--- config.mk ---
export PLATFORM = sky130hd
export DESIGN_NAME = regfile_stream_loader
export DESIGN_NICKNAME = d
export VERILOG_FILES = /design/src/rtl/regfile_stream_loader.sv
export SDC_FILE = /design/constraint.sdc
export NUM_CORES = 1
export LEC_CHECK = 0
export BUFFER_PORTS_ARGS = -buffer_cell sky130_fd_sc_hd__buf_2
export CAP_MARGIN = 20
export CELL_PAD_IN_SITES_DETAIL_PLACEMENT = 1
export CELL_PAD_IN_SITES_GLOBAL_PLACEMENT = 2
export CORE_MARGIN = 3
export CORE_UTILIZATION = 24
export CTS_BUF_LIST = sky130_fd_sc_hd__clkbuf_8
export CTS_CLUSTER_DIAMETER = 60
export DETAILED_ROUTE_END_ITERATION = 10
export PLACE_DENSITY_LB_ADDON = 0.1
export SYNTH_ARGS = -nofsm -noshare
export SYNTH_HDL_FRONTEND = slang
export SYNTH_SLANG_ARGS = --single-unit
--- constraint.sdc ---
create_clock -name clk -period 1.97 [get_ports clk]
set_input_delay 0.197 -clock clk [delete_from_list [all_inputs] [get_ports clk]]
set_output_delay 0.197 -clock clk [all_outputs]
set_load 0.1 [all_outputs]
--- src/rtl/regfile_stream_loader.sv ---
// Streams a contiguous register range into (LOAD) or out of (DUMP) the register file.
// Optional XOR checksum of transferred words when REGFILE_STREAM_CHECKSUM_EN is defined.
module regfile_stream_loader #(
    parameter int unsigned DATA_W = 32,
    parameter int unsigned ADDR_W = 5
) (
    input  logic              clk,
    input  logic              rst,
`ifdef REGFILE_STREAM_CHECKSUM_EN
    output logic [DATA_W-1:0] checksum,
`endif
    input  logic              cmd_valid,
    output logic              cmd_ready,
    input  logic              cmd_op,
    input  logic [ADDR_W-1:0] cmd_base,
    input  logic [ADDR_W:0]   cmd_count,
    input  logic              in_valid,
    output logic              in_ready,
    input  logic [DATA_W-1:0] in_data,
    output logic              out_valid,
    input  logic              out_ready,
    output logic [DATA_W-1:0] out_data,
    output logic [ADDR_W-1:0] rd,
    output logic [DATA_W-1:0] writedata,
    output logic              regwrite,
    output logic [ADDR_W-1:0] rs1,
    input  logic [DATA_W-1:0] readdata1,
    output logic              busy,
    output logic              done
);

    typedef enum logic [1:0] {StIdle, StLoad, StDump, StDone} state_e;

    localparam logic [ADDR_W:0] CntOne = {{ADDR_W{1'b0}}, 1'b1};

    state_e             state_q, state_d;
    logic [ADDR_W-1:0]  addr_q, addr_d;
    logic [ADDR_W:0]    rem_q, rem_d;      // words still to deliver/accept
    logic [ADDR_W:0]    fetch_q, fetch_d;  // DUMP words still to read from the file
    logic               ov_q, ov_d;
    logic [DATA_W-1:0]  od_q, od_d;

    always_ff @(posedge clk) begin
        if (rst) begin
            state_q <= StIdle;
            addr_q  <= '0;
            rem_q   <= '0;
            fetch_q <= '0;
            ov_q    <= 1'b0;
            od_q    <= '0;
        end else begin
            state_q <= state_d;
            addr_q  <= addr_d;
            rem_q   <= rem_d;
            fetch_q <= fetch_d;
            ov_q    <= ov_d;
            od_q    <= od_d;
        end
    end

    always_comb begin
        state_d   = state_q;
        addr_d    = addr_q;
        rem_d     = rem_q;
        fetch_d   = fetch_q;
        ov_d      = ov_q;
        od_d      = od_q;
        cmd_ready = 1'b0;
        in_ready  = 1'b0;
        regwrite  = 1'b0;
        writedata = '0;
        busy      = 1'b1;
        done      = 1'b0;
        unique case (state_q)
            StIdle: begin
                cmd_ready = 1'b1;
                busy      = 1'b0;
                if (cmd_valid) begin
                    addr_d  = cmd_base;
                    rem_d   = cmd_count;
                    fetch_d = cmd_count;
                    if (cmd_count == '0) state_d = StDone;
                    else if (cmd_op)     state_d = StDump;
                    else                 state_d = StLoad;
                end
            end
            StLoad: begin
                in_ready  = 1'b1;
                regwrite  = in_valid;
                writedata = in_data;
                if (in_valid) begin
                    addr_d = addr_q + 1'b1;
                    rem_d  = rem_q - 1'b1;
                    if (rem_q == CntOne) state_d = StDone;
                end
            end
            StDump: begin
                if (ov_q && out_ready) begin
                    ov_d  = 1'b0;
                    rem_d = rem_q - 1'b1;
                    if (rem_q == CntOne) state_d = StDone;
                end
                // Refill the output register whenever it is empty or being drained.
                if ((!ov_q || out_ready) && fetch_q != '0) begin
                    od_d    = readdata1;
                    ov_d    = 1'b1;
                    addr_d  = addr_q + 1'b1;
                    fetch_d = fetch_q - 1'b1;
                end
            end
            StDone: begin
                done    = 1'b1;
                state_d = StIdle;
            end
            default: state_d = StIdle;
        endcase
    end

    assign rd        = addr_q;
    assign rs1       = addr_q;
    assign out_valid = ov_q;
    assign out_data  = od_q;

`ifdef REGFILE_STREAM_CHECKSUM_EN
    always_ff @(posedge clk) begin
        if (rst) begin
            checksum <= '0;
        end else if (state_q == StIdle && cmd_valid) begin
            checksum <= '0;
        end else if (state_q == StLoad && in_valid) begin
            checksum <= checksum ^ in_data;
        end else if (state_q == StDump && ov_q && out_ready) begin
            checksum <= checksum ^ od_q;
        end
    end
`endif

endmodule

== Word level (Yosys, flattened, before mapping) ==
Index checks and enable logic that the tools add are counted.

* Add/subtract/negate cells: 3
* Equal/unequal tests: 8
* Muxes and demuxes: 25
* Reduce and logical (&&, ||, !) cells: 16

{| class="wikitable"
|+ Operators by type and width
! operator !! count
|-
| two-way mux 32 bit || 1
|-
| two-way mux 6 bit || 4
|-
| case mux 6 bit (3 select lines) || 1
|-
| two-way mux 5 bit || 3
|-
| case mux 5 bit (3 select lines) || 1
|-
| two-way mux 2 bit || 6
|-
| case mux 6 bit (2 select lines) || 1
|-
| subtractor 6 x 1 -> 6 bit, second input constant || 2
|-
| inequality test 2 bit, second input constant || 4
|-
| case mux 2 bit (4 select lines) || 1
|-
| AND reduction 4 bit || 2
|-
| two-way mux 1 bit || 7
|-
| equality test 6 x 1 -> 1 bit, second input constant || 1
|-
| logical NOT 6 bit || 1
|-
| AND reduction 3 bit || 2
|-
| nonzero test 6 bit || 1
|-
| adder 5 x 1 -> 5 bit, second input constant || 1
|-
| equality test 2 bit, second input constant || 2
|-
| AND reduction 2 bit || 2
|-
| nonzero test 2 bit || 2
|-
| nonzero test 3 bit || 1
|-
| equality test 2 x 1 -> 1 bit, second input constant || 1
|-
| logical AND 1 bit || 2
|-
| logical NOT 2 bit || 1
|-
| 2 further kinds || 2
|}

* Bits in registers: 52
* Bits of input ports: 81
* Output and inout bits: 80
* Word-level logic and storage cells: 58

== Logic depth before layout (Yosys ltp) ==
* Depth in word-level cells: 5
* Mapped depth: 8
* Mapped depth without buffers: 6

== Least setup slack after synthesis ==
OpenSTA, ideal clock, no wires.

* Kind: register -> output
* Start: reg state_q[1]
* End: out writedata[10]
* Arrival time: 2.305 ns
* Required time: 1.773 ns
* Path slack: -0.532 ns
* Stages on the path, launching flop included: 5
* Path buffers: 1
* Path through: dfxtp_1 inv_1 ha_1 clkbuf_1 and2_1

* Cells in the longest elaborated chain, start to end: 2

{| class="wikitable"
|+ RTL lines
! item !! RTL line !! RTL
|-
| start, declared || 36 || <nowiki>state_e state_q, state_d;</nowiki>
|-
| start signal, assigned || 45 || <nowiki>state_q <= StIdle;</nowiki>
|-
| start signal, assigned || 52 || <nowiki>state_q <= state_d;</nowiki>
|-
| equality test 2 x 1 -> 1 bit || 74 || <nowiki>unique case (state_q)</nowiki>
|-
| two-way mux 32 bit || 74 ||
|-
| end, declared || 24 || <nowiki>output logic [DATA_W-1:0] writedata,</nowiki>
|}

Every way passes these cells.

== Worst setup path after layout ==
* Start: reg state_q[0]
* End: reg rem_q[0]

* Cells in the longest elaborated chain, start to end: 3
* Elaborated cells on any way between the ends: 9
* Those cells by class: eq/ne (5); mux (1); reduce/logical (3)

{| class="wikitable"
|+ RTL lines
! item !! RTL line !! RTL
|-
| equality test 2 bit (tied with other cells) || 74 ||
|-
| inequality test 2 bit (no source line) or nonzero test 3 bit (tied branches) || - ||
|-
| AND reduction 4 bit (no source line) || - ||
|-
| end signal, assigned || 54 || <nowiki>rem_q <= rem_d;</nowiki>
|-
| end, declared || 38 || <nowiki>logic [ADDR_W:0] rem_q, rem_d;</nowiki>
|}

Parallel ways exist; a longest one is shown, timed or not.
A chain may end at the register's enable or synchronous reset.

==> flow_metrics.py <==
metrics = {
    "global_routing": {
        "grt-ovfl-total": 0,
        "grt_start_max_net_pins": 55,
        "track_usage": 0.148,
        "first_global_vias": 3070,
        "grt_pass1_wl_um": 15800,
        "antenna_found_initial": 0,
    },
    "sta": {
        "tightest_slew_ps": 505,
        "grt_setup_unrepaired": "true",
        "fin_crit_ps": 1880,
        "hold_violations": 0,
        "period_share": 0.956,
        "fmax_ghz": 0.531,
        "drv_slew": 0,
        "timing.hold.ws_ps": 106,
        "setup_violations": 0,
        "setup_tns_ps": 0,
        "slew-limit-headroom": 0.660,
        "fin_skew_ps": 6.73,
    },
    "critical_path": {
        "r2r_cells": 8,
        "crit_chain": "inv_1, ha_2, a21boi_2, nor4_2, buf_4, clkdlybuf4s15_2, buf_4, a221oi_1",
        "critPathKind": "register to register",
        "critPathRequiredTime_ps": 2200,
        "crit_fanout": 7,
        "r2r-end": "rem_q[0]",
        "cp-end-kind": "register",
        "r2r_setup_slack_ps": 90,
        "crit_buf_inv": 4,
        "arrival_ps": 2110,
        "cp-start-kind": "register",
        "r2r_start": "state_q[0]",
        "cp_common_cell": "buf_4",
        "path_delay_family": "buffers and inverters",
        "slowest_stage": "dfxtp_2",
        "critPathMaxStageDelay_ps": 340,
    },
    "min_path": {
        "hold_depth": 3,
        "holdPathEnd": "out_data[27]",
        "hold_class": "input pin to register",
        "hp-start": "readdata1[27]",
    },
    "cells_and_area": {
        "fin_util": 0.397,
        "syn_to_final_growth_pct": 60.6,
        "drive_gt1_frac": 0.492,
        "layout.nets": 603,
        "antenna_cells": 0,
    },
    "logic_synthesis": {
        "yosys.area.top_type": "dfxtp_1",
        "synth_top_area_frac": 0.367,
        "syn-num-nets": 446,
        "synth_warnings": 0,
        "synth_flop_cell": "dfxtp_1",
        "ys_ff_latch": 52,
        "async_flop_share": 0,
        "synth_most_common_cell": "nand2_1",
        "synthTopCellsByArea": "dfxtp_1 37%, nand2_1 11%, and2_1 7.3%",
        "syn_area_um2": 2840,
        "ys_types": 54,
        "seq_area_frac_synth": 0.367,
        "avgSynthCellArea_um2": 7.97,
        "synth_edf_count": 0,
        "synthTopCellsByCount": "84 x nand2_1, 52 x dfxtp_1, 34 x a21oi_1, 33 x and2_1, 17 x inv_1",
        "syn_inst": 356,
    },
    "placement": {
        "place_hpwl_um": 7730,
        "io_buffers": 160,
        "gp_congestion": 0.776,
    },
    "job": {
        "cap_violations": 0,
    },
    "die": {
        "die_area_um2": 13200,
        "row_count": 39,
        "core_um2": 11500,
        "die_y_um": 115,
        "ios": 161,
        "start_util": 0.247,
        "dieWidth_um": 115,
    },
    "clock_tree": {
        "cts_htree_levels": 2,
        "clockBufferDepth": 2,
        "cts_tree": "built",
        "numCtsBuffers": 5,
        "root_buffer": "clkbuf_8",
        "numClockSinks": 52,
        "clkSlewWorstSetupHoldPaths_ps": 100,
        "cts-hold-fix-buffers": 0,
        "clk_latency_ps": 310,
    },
    "detailed_routing": {
        "drt-initial-drc-count": 120,
        "wl_per_cell_um": 15.4,
        "drc": 0,
        "vias": 3062,
        "first_pass_iters": 4,
        "viasPerCell": 4.66,
        "ant_nets": 0,
        "wl_um": 10100,
    },
    "run_status": {
        "status": "finished, final reports clean",
    },
    "pwr": {
        "leakage_nw": 2.04,
        "power-per-cell-area_nw_per_um2": 1670,
        "vdd_drop_max_uv": 617,
    },
}
## cell type report
type                       count  area (um^2)
multi-input combinational    260         1650
tap                          143          179
fill                        1391         6910
clock inverter                 3         90.1
timing repair buffer         177         1460
inverter                      17         63.8
clock buffer                   5         68.8
sequential                    52         1040
## metrics by stage
stage          worst slack (ps)  cell area (um^2)  total power, mW  instances
2_1_floorplan              28.6              2890             5.39        356
3_3_place_gp               92.4              4340             6.49        645
3_5_place_dp               1.19              4340             6.54        645
4_1_cts                    1.69              4500             7.59        653
5_1_grt                   -30.7              4550             8.02        657
6_report                   85.9              4550             7.60        657
## layer usage
metal	part of all wire	vias to the layer above	routed length (um)	track usage
met5	0	-	0	0
met4	0.0095	0	96	0.0352
met3	0.071	5	721	0.0354
met2	0.49	106	4930	0.251
met1	0.43	1427	4350	0.189
li1	-	1524	-	-
## timing repair
action	CTS	global route
resized for setup	0	8
setup buffers	0	3
setup endpoints to repair	0	21
## worst max path at each step
stage	endpoint	startpoint	cells after the start	slack [ps]
2_1_floorplan	writedata[10]	state_q[1]	4	30
3_3_place_gp	rem_q[5]	state_q[0]	7	90
3_5_place_dp	rem_q[5]	state_q[0]	7	1
4_1_cts	rem_q[5]	state_q[0]	7	2
5_1_grt	rem_q[0]	state_q[0]	8	-30
6_report	rem_q[0]	state_q[0]	8	90
## layout by cell type, fill, tap and decap left out, types with 3 or more instances in the layout
| master | n |
|---|---|
| a21oi_1 | 34 |
| a21oi_2 | 10 |
| a311o_1 | 4 |
| a31o_2 | 3 |
| and2_2 | 33 |
| buf_12 | 35 |
| buf_2 | 126 |
| buf_4 | 13 |
| bufinv_16 | 3 |
| clkbuf_8 | 5 |
| dfxtp_1 | 50 |
| ha_1 | 6 |
| inv_1 | 17 |
| mux2_2 | 4 |
| nand2_1 | 84 |
| nand2b_1 | 4 |
| nand3_1 | 4 |
| nor2_1 | 11 |
| nor3_1 | 3 |
| nor4_1 | 3 |
| o21ai_0 | 6 |
| o31ai_1 | 5 |
| o32ai_1 | 3 |
## logic make-up (layout without fill, tap and decap cells)
kind of cell,Yosys count,count (layout),share of synthesized area
DFF,52,52,0.367
and+or+nand+nor,155,155,0.266
buffers and inverters,44,202,0.0768
muxes,6,6,0.0229
AOI/OAI and AO/OA,90,90,0.228
adders and majority gates,9,9,0.0397
## power breakdown
group | leakage (nW) | switching [mW] | internal (mW) | total [mW]
Clock | 0.0784 | 0.382 | 0.635 | 1.02
Sequential | 0.425 | 0.245 | 1.32 | 1.57
Combinational | 1.53 | 3.61 | 1.41 | 5.01
## registers in the layout (all words and copies together), names as in the netlist
name	flops
fetch_q	6
out_data	32
out_valid	1
rd	5
rem_q	6
state_q	2
## worst min-delay path: cells and delay by family
family / cells / cell delay, ps
buffers and inverters: 1 / 90
AOI/OAI and AO/OA: 1 / 50
and+or+nand+nor: 1 / 40
Note: power is estimated with default switching activity, not from simulation.
